### src/rtl/divide_reconstruct_pkg.sv
// Shared constants for the divide_reconstruct block: FSM state encoding and default operand width.
package divide_reconstruct_pkg;

  localparam int unsigned DEFAULT_WIDTH = 4;

  typedef enum logic [2:0] {
    IDLE  = 3'd0,
    LOAD  = 3'd1,
    ADD   = 3'd2,
    SHIFT = 3'd3,
    DONE  = 3'd4
  } state_t;

endpackage

### src/rtl/divide_reconstruct_if.sv
// Request/result bundle for divide_reconstruct: operands and go in, result/done/error out.
interface divide_reconstruct_if #(
  parameter int unsigned WIDTH = divide_reconstruct_pkg::DEFAULT_WIDTH
);
  logic               go;
  logic [WIDTH-1:0]   quotient;
  logic [WIDTH-1:0]   divisor;
  logic [WIDTH-1:0]   remainder;
  logic [2*WIDTH-1:0] result;
  logic               done;
  logic               error;

  modport master (
    output go, quotient, divisor, remainder,
    input  result, done, error
  );

  modport slave (
    input  go, quotient, divisor, remainder,
    output result, done, error
  );
endinterface

### src/rtl/reconstruct_datapath.sv
// Shift-and-add datapath: ACC accumulates M (shifted divisor) for each set bit of Q.
module reconstruct_datapath #(
  parameter int unsigned WIDTH = divide_reconstruct_pkg::DEFAULT_WIDTH
) (
  input  logic               clock,
  input  logic               resetn,
  input  logic               load_en,
  input  logic               add_en,
  input  logic               shift_en,
  input  logic [WIDTH-1:0]   quotient,
  input  logic [WIDTH-1:0]   divisor,
  input  logic [WIDTH-1:0]   remainder,
  output logic [2*WIDTH-1:0] acc,
  output logic               last
);
  localparam int unsigned CW = $clog2(WIDTH + 1);

  logic [2*WIDTH-1:0] m;
  logic [WIDTH-1:0]   q;
  logic [CW-1:0]      counter;

  // last flags the SHIFT whose decrement reaches zero
  assign last = (counter == CW'(1));

  always_ff @(posedge clock) begin
    if (!resetn) begin
      acc     <= '0;
      m       <= '0;
      q       <= '0;
      counter <= '0;
    end else if (load_en) begin
      acc     <= {{WIDTH{1'b0}}, remainder};
      m       <= {{WIDTH{1'b0}}, divisor};
      q       <= quotient;
      counter <= CW'(WIDTH);
    end else if (add_en) begin
      if (q[0]) acc <= acc + m;
    end else if (shift_en) begin
      m       <= m << 1;
      q       <= q >> 1;
      counter <= counter - CW'(1);
    end
  end
endmodule

### src/rtl/divide_reconstruct.sv
// Reconstructs Quotient*Divisor+Remainder sequentially; control FSM here, arithmetic in reconstruct_datapath.
// Optional macro DIVIDE_RECONSTRUCT_RCHECK_EN enables the Remainder >= Divisor error flag.
module divide_reconstruct
  import divide_reconstruct_pkg::*;
#(
  parameter int unsigned WIDTH = DEFAULT_WIDTH
) (
  input logic                clock,
  input logic                resetn,
  divide_reconstruct_if.slave bus
);
  state_t             state;
  logic [2*WIDTH-1:0] result;
  logic               done;
  logic               error;
  logic [2*WIDTH-1:0] acc;
  logic               last;
  logic               load_en;
  logic               add_en;
  logic               shift_en;

  assign load_en  = (state == LOAD);
  assign add_en   = (state == ADD);
  assign shift_en = (state == SHIFT);

  reconstruct_datapath #(.WIDTH(WIDTH)) u_datapath (
    .clock     (clock),
    .resetn    (resetn),
    .load_en   (load_en),
    .add_en    (add_en),
    .shift_en  (shift_en),
    .quotient  (bus.quotient),
    .divisor   (bus.divisor),
    .remainder (bus.remainder),
    .acc       (acc),
    .last      (last)
  );

  always_ff @(posedge clock) begin
    if (!resetn) begin
      state  <= IDLE;
      result <= '0;
      done   <= 1'b0;
`ifdef DIVIDE_RECONSTRUCT_RCHECK_EN
      error  <= 1'b0;
`endif
    end else begin
      case (state)
        IDLE:  if (bus.go) state <= LOAD;
        LOAD: begin
`ifdef DIVIDE_RECONSTRUCT_RCHECK_EN
          error <= (bus.remainder >= bus.divisor);
`endif
          state <= ADD;
        end
        ADD:   state <= SHIFT;
        SHIFT: begin
          if (last) begin
            state  <= DONE;
            result <= acc;
            done   <= 1'b1;
          end else begin
            state <= ADD;
          end
        end
        DONE: begin
          if (!bus.go) begin
            state <= IDLE;
            done  <= 1'b0;
          end
        end
        default: begin
          state <= IDLE;
          done  <= 1'b0;
        end
      endcase
    end
  end

`ifndef DIVIDE_RECONSTRUCT_RCHECK_EN
  assign error = 1'b0;
`endif

  assign bus.result = result;
  assign bus.done   = done;
  assign bus.error  = error;
endmodule

### src/flat_wrapper.sv
// flat-port wrapper written by rule: the top's interface ports become plain ports
module divide_reconstruct_flat import divide_reconstruct_pkg::*;
#(
  parameter int unsigned WIDTH = DEFAULT_WIDTH
)
  (clock, resetn, bus_go, bus_quotient, bus_divisor, bus_remainder, bus_result, bus_done, bus_error);
  divide_reconstruct_if #(.WIDTH(WIDTH)) bus_i ();
  input logic clock;
  input logic resetn;
  input wire logic [$bits(bus_i.go)-1:0] bus_go;
  input wire logic [$bits(bus_i.quotient)-1:0] bus_quotient;
  input wire logic [$bits(bus_i.divisor)-1:0] bus_divisor;
  input wire logic [$bits(bus_i.remainder)-1:0] bus_remainder;
  output wire logic [$bits(bus_i.result)-1:0] bus_result;
  output wire logic [$bits(bus_i.done)-1:0] bus_done;
  output wire logic [$bits(bus_i.error)-1:0] bus_error;
  assign bus_i.go = bus_go;
  assign bus_i.quotient = bus_quotient;
  assign bus_i.divisor = bus_divisor;
  assign bus_i.remainder = bus_remainder;
  assign bus_result = bus_i.result;
  assign bus_done = bus_i.done;
  assign bus_error = bus_i.error;
  divide_reconstruct #(.WIDTH(WIDTH)) u_core (.clock(clock), .resetn(resetn), .bus(bus_i));
endmodule
### config.mk
export PLATFORM = sky130hd
export DESIGN_NAME = divide_reconstruct_flat
export DESIGN_NICKNAME = d
export VERILOG_FILES = /design/src/rtl/divide_reconstruct_pkg.sv /design/src/rtl/divide_reconstruct_if.sv /design/src/rtl/reconstruct_datapath.sv /design/src/rtl/divide_reconstruct.sv /design/src/flat_wrapper.sv
export SDC_FILE = /design/constraint.sdc
export NUM_CORES = 1
export LEC_CHECK = 0
export ABC_AREA = 1
export BUFFER_PORTS_ARGS = -buffer_cell sky130_fd_sc_hd__buf_2
export CORE_UTILIZATION = 44
export DETAILED_ROUTE_END_ITERATION = 8
export PLACE_DENSITY = 0.68
export SYNTH_ARGS = -nofsm -noshare
export SYNTH_HDL_FRONTEND = slang
export SYNTH_SLANG_ARGS = --single-unit
export TNS_END_PERCENT = 100
### constraint.sdc
create_clock -name clock -period 1.4 [get_ports clock]
set_input_delay 0.21 -clock clock [delete_from_list [all_inputs] [get_ports clock]]
set_output_delay 0.21 -clock clock [all_outputs]
set_load 0.05 [all_outputs]
==> impl_metrics.toml <==
[logic_synthesis]
syn_area_per_cell_um2 = 7.46
ys_seq_area_share_pct = 38.4
ys_ff_latch = 35
synth_edf_count = 0
synth_cells = 245
synth_area_leaders = "dfxtp_1 38%, nand2_1 11%, inv_1 6.6%, ha_1 6.2%, a21oi_1 5.5%"
synth_nets = 270
yosysWarnings = 0
syn-cell-area_um2 = 1830
synth_cell_types = 38
postSynth.asyncResetShare_pct = 0
yosys_most_used_dff = "dfxtp_1"
yosys.area.top_type_share_pct = 38.4
synth.largest_area_cell = "dfxtp_1"

[timing]
timing.fmax_mhz = 679
rsz0062_at_grt = "true"
fin_skew_ns = 0.00386
post-route-period-util_pct = 105
setup_viol = 3
finalCriticalPeriod_ns = 1.47
hold_viol = 0
report.final.slew_viol_count = 0
worst_slack_ns = -0.0724

[clock_tree]
cts_max_path_buffers = 2
cts_hold_buf = 0
path_clk_slew_ns = 0.07
clkSinkCount = 35
cts_inserted_buffers = 5
root_buffer = "clkbuf_8"
cts_tree = "built"
h-tree-depth = 2
insertion_delay_ns = 0.29

[placement]
hpwl_um = 2820
place_area_um2 = 2080
io_buffers = 23
gp_congestion = 0.797
pre_cts_slack_ns = -0.0956

[grt]
antenna_found_initial = 0
grt-ovfl-total = 0
grt_pass1_wl_um = 6570
grtUsageTotal_pct = 20.1
grt_max_degree = 13
grt_pass1_vias = 1514

[routing]
drt_first_pass_iters = 4
num_vias = 1639
drt_wl_total_um = 3900
post_drt_wl_per_cell_um = 11.5
initialDrtViolationCount = 90
remaining_drc_errors = 0
antenna_left = 0
vias_per_cell = 4.82

[finish]
finalInstanceArea_um2 = 2270
multi_input_area_um2 = 1000
diodes = 0
fillers = 396
layout.nets = 314
area_delta_synth_final_pct = 24.2
postLayoutCoreUtil_pct = 56.7
layout_common_cells = "51 x nand2_1, 31 x inv_1, 31 x dfxtp_1, 23 x buf_2, 21 x nor2_1"
drive_gt1_share_pct = 29.0
final_common_cell = "nand2_1"
register_area_um2 = 708

[pwr]
powerDensity_nw_per_um2 = 958
sequentialPowerShare_pct = 49.9
pwr-share-comb_pct = 18.0
power_switching_mw = 0.612
clkPwrFrac_pct = 32.1
report.power.total_mw = 2.17
p_sw_share_pct = 28.1
p_int_mw = 1.56
vdd.ir_drop.worst_v = 0.000739
leakagePower_nw = 1.07

[critical_path]
r2r-start = "u_core.u_datapath.m[0]$_SDFFE_PN0P_"
path_class = "register to register"
critical_path_arrival_ns = 1.66
setup.worst_path.end_class = "register"
crit_start = "u_core.u_datapath.m[0]$_SDFFE_PN0P_"
crit_buf_inv = 2
crit_fanout = 2
crit_top_cell = "nor2_1"
max_stage_delay_ns = 0.36
cp_slowest_cell = "dfxtp_4"
crit_required_ns = 1.59
crit_path_start_kind = "register"
critPathTopFamily = "adder cells"
crit_path_cell_trace = "ha_4 > inv_2 > fa_2 > buf_4 > xor2_1 > o21ai_1 > nor2_1 > nor2_1"

[floorplanning]
io_pins = 25
die_x_um = 66.4
dieArea_um2 = 4410
rows = 23
core_um2 = 4000
die_y_um = 66.4
initial_core_util_pct = 45.7

[min_path]
hp-class = "primary input to register"
min_from = "bus_divisor[2]"

[run_status]
outcome = "finished with violations"
violations = "setup timing"

[run]
max-cap-violations = 0
## power groups by stage
| stage | combinational (mW) | sequential (mW) | clock, mW |
|---|---|---|---|
| floorplan | 0.245 | 1.11 | 0 |
| CTS | 0.373 | 1.08 | 0.717 |
| detailed placement | 0.362 | 1.10 | 0 |
| global route | 0.436 | 1.09 | 0.770 |
| global placement | 0.356 | 1.10 | 0 |
| finish | 0.392 | 1.08 | 0.698 |
## through the flow
stage	TNS (ns)	instances	hold WS (ns)
2_1_floorplan	0	245	0.345
3_3_place_gp	-0.0685	326	0.441
3_5_place_dp	-0.215	326	0.450
4_1_cts	-0.177	334	0.153
5_1_grt	-0.567	340	0.166
6_report	-0.161	340	0.155
## final timing paths
check                                           to  slack, ns  depth (start not counted)
min reg2reg           u_core.bus.done$_SDFFE_PN0P_       0.46                          2
max reg2reg  u_core.u_datapath.acc[2]$_SDFFE_PN0P_      -0.07                          8
min            u_core.u_datapath.m[2]$_SDFFE_PN0P_       0.15                          3
max          u_core.u_datapath.acc[2]$_SDFFE_PN0P_      -0.07                          8
## synthesized netlist by cell type, types with 2 or more instances
cell type,count
nand2_1,52
dfxtp_1,35
inv_1,32
nor2_1,22
a21oi_1,20
nand3_1,11
ha_1,9
o21ai_0,9
o21ai_1,6
inv_2,5
a31oi_1,4
a211oi_1,3
buf_6,3
nand2_4,3
o211ai_1,3
a21oi_2,2
a22oi_1,2
nor2_4,2
o21ai_2,2
xor2_1,2
## worst min-delay path: cells and delay by family
kind                   cells  cell delay, ns
AO/OA/AOI/OAI              1            0.05
buffers and inverters      1            0.08
AND/OR/NAND/NOR            1            0.07
## cells by family after synthesis
kind of cell,after synthesis,share of synthesized area (%)
AND/OR/NAND/NOR,98,24.8
XOR/XNOR,3,1.44
AO/OA/AOI/OAI,53,17.1
flip-flops,35,38.4
buffers and inverters,45,10.9
other,1,0.205
adder cells (fa/ha/maj),10,7.26
## routing by layer
layer | wire length [um] | vias up | track usage [%]
li1 | - | 872 | -
met1 | 1790 | 724 | 23.6
met2 | 1850 | 36 | 34.3
met3 | 189 | 7 | 4.66
met4 | 68 | 0 | 8.78
met5 | 0 | - | 0
## cell type report
class	count	share of cell area, %
repair buffers	43	11.7
flip-flops and latches	35	31.2
well taps	50	2.76
clock inverters	1	0.221
clock buffers	7	3.36
multi-input cells	165	44.1
inverters	39	6.67
## registers in the layout, indices dropped and copies added (netlist names)
signal and flops:
u_core.u_datapath.q 4, u_core.state 3, u_core.u_datapath.counter 3, u_core.bus.done 1, u_core.u_datapath.m 8, u_core.bus.result 8
u_core.u_datapath.acc 8
## repair_timing
action,in CTS,in global routing
buffers inserted,0,6
gates resized for setup,3,11
endpoints found under the hold margin,0,0
setup endpoints to repair,5,13
gates cloned,0,0
pin swaps,0,3
Power figures use the tool's default switching activity.
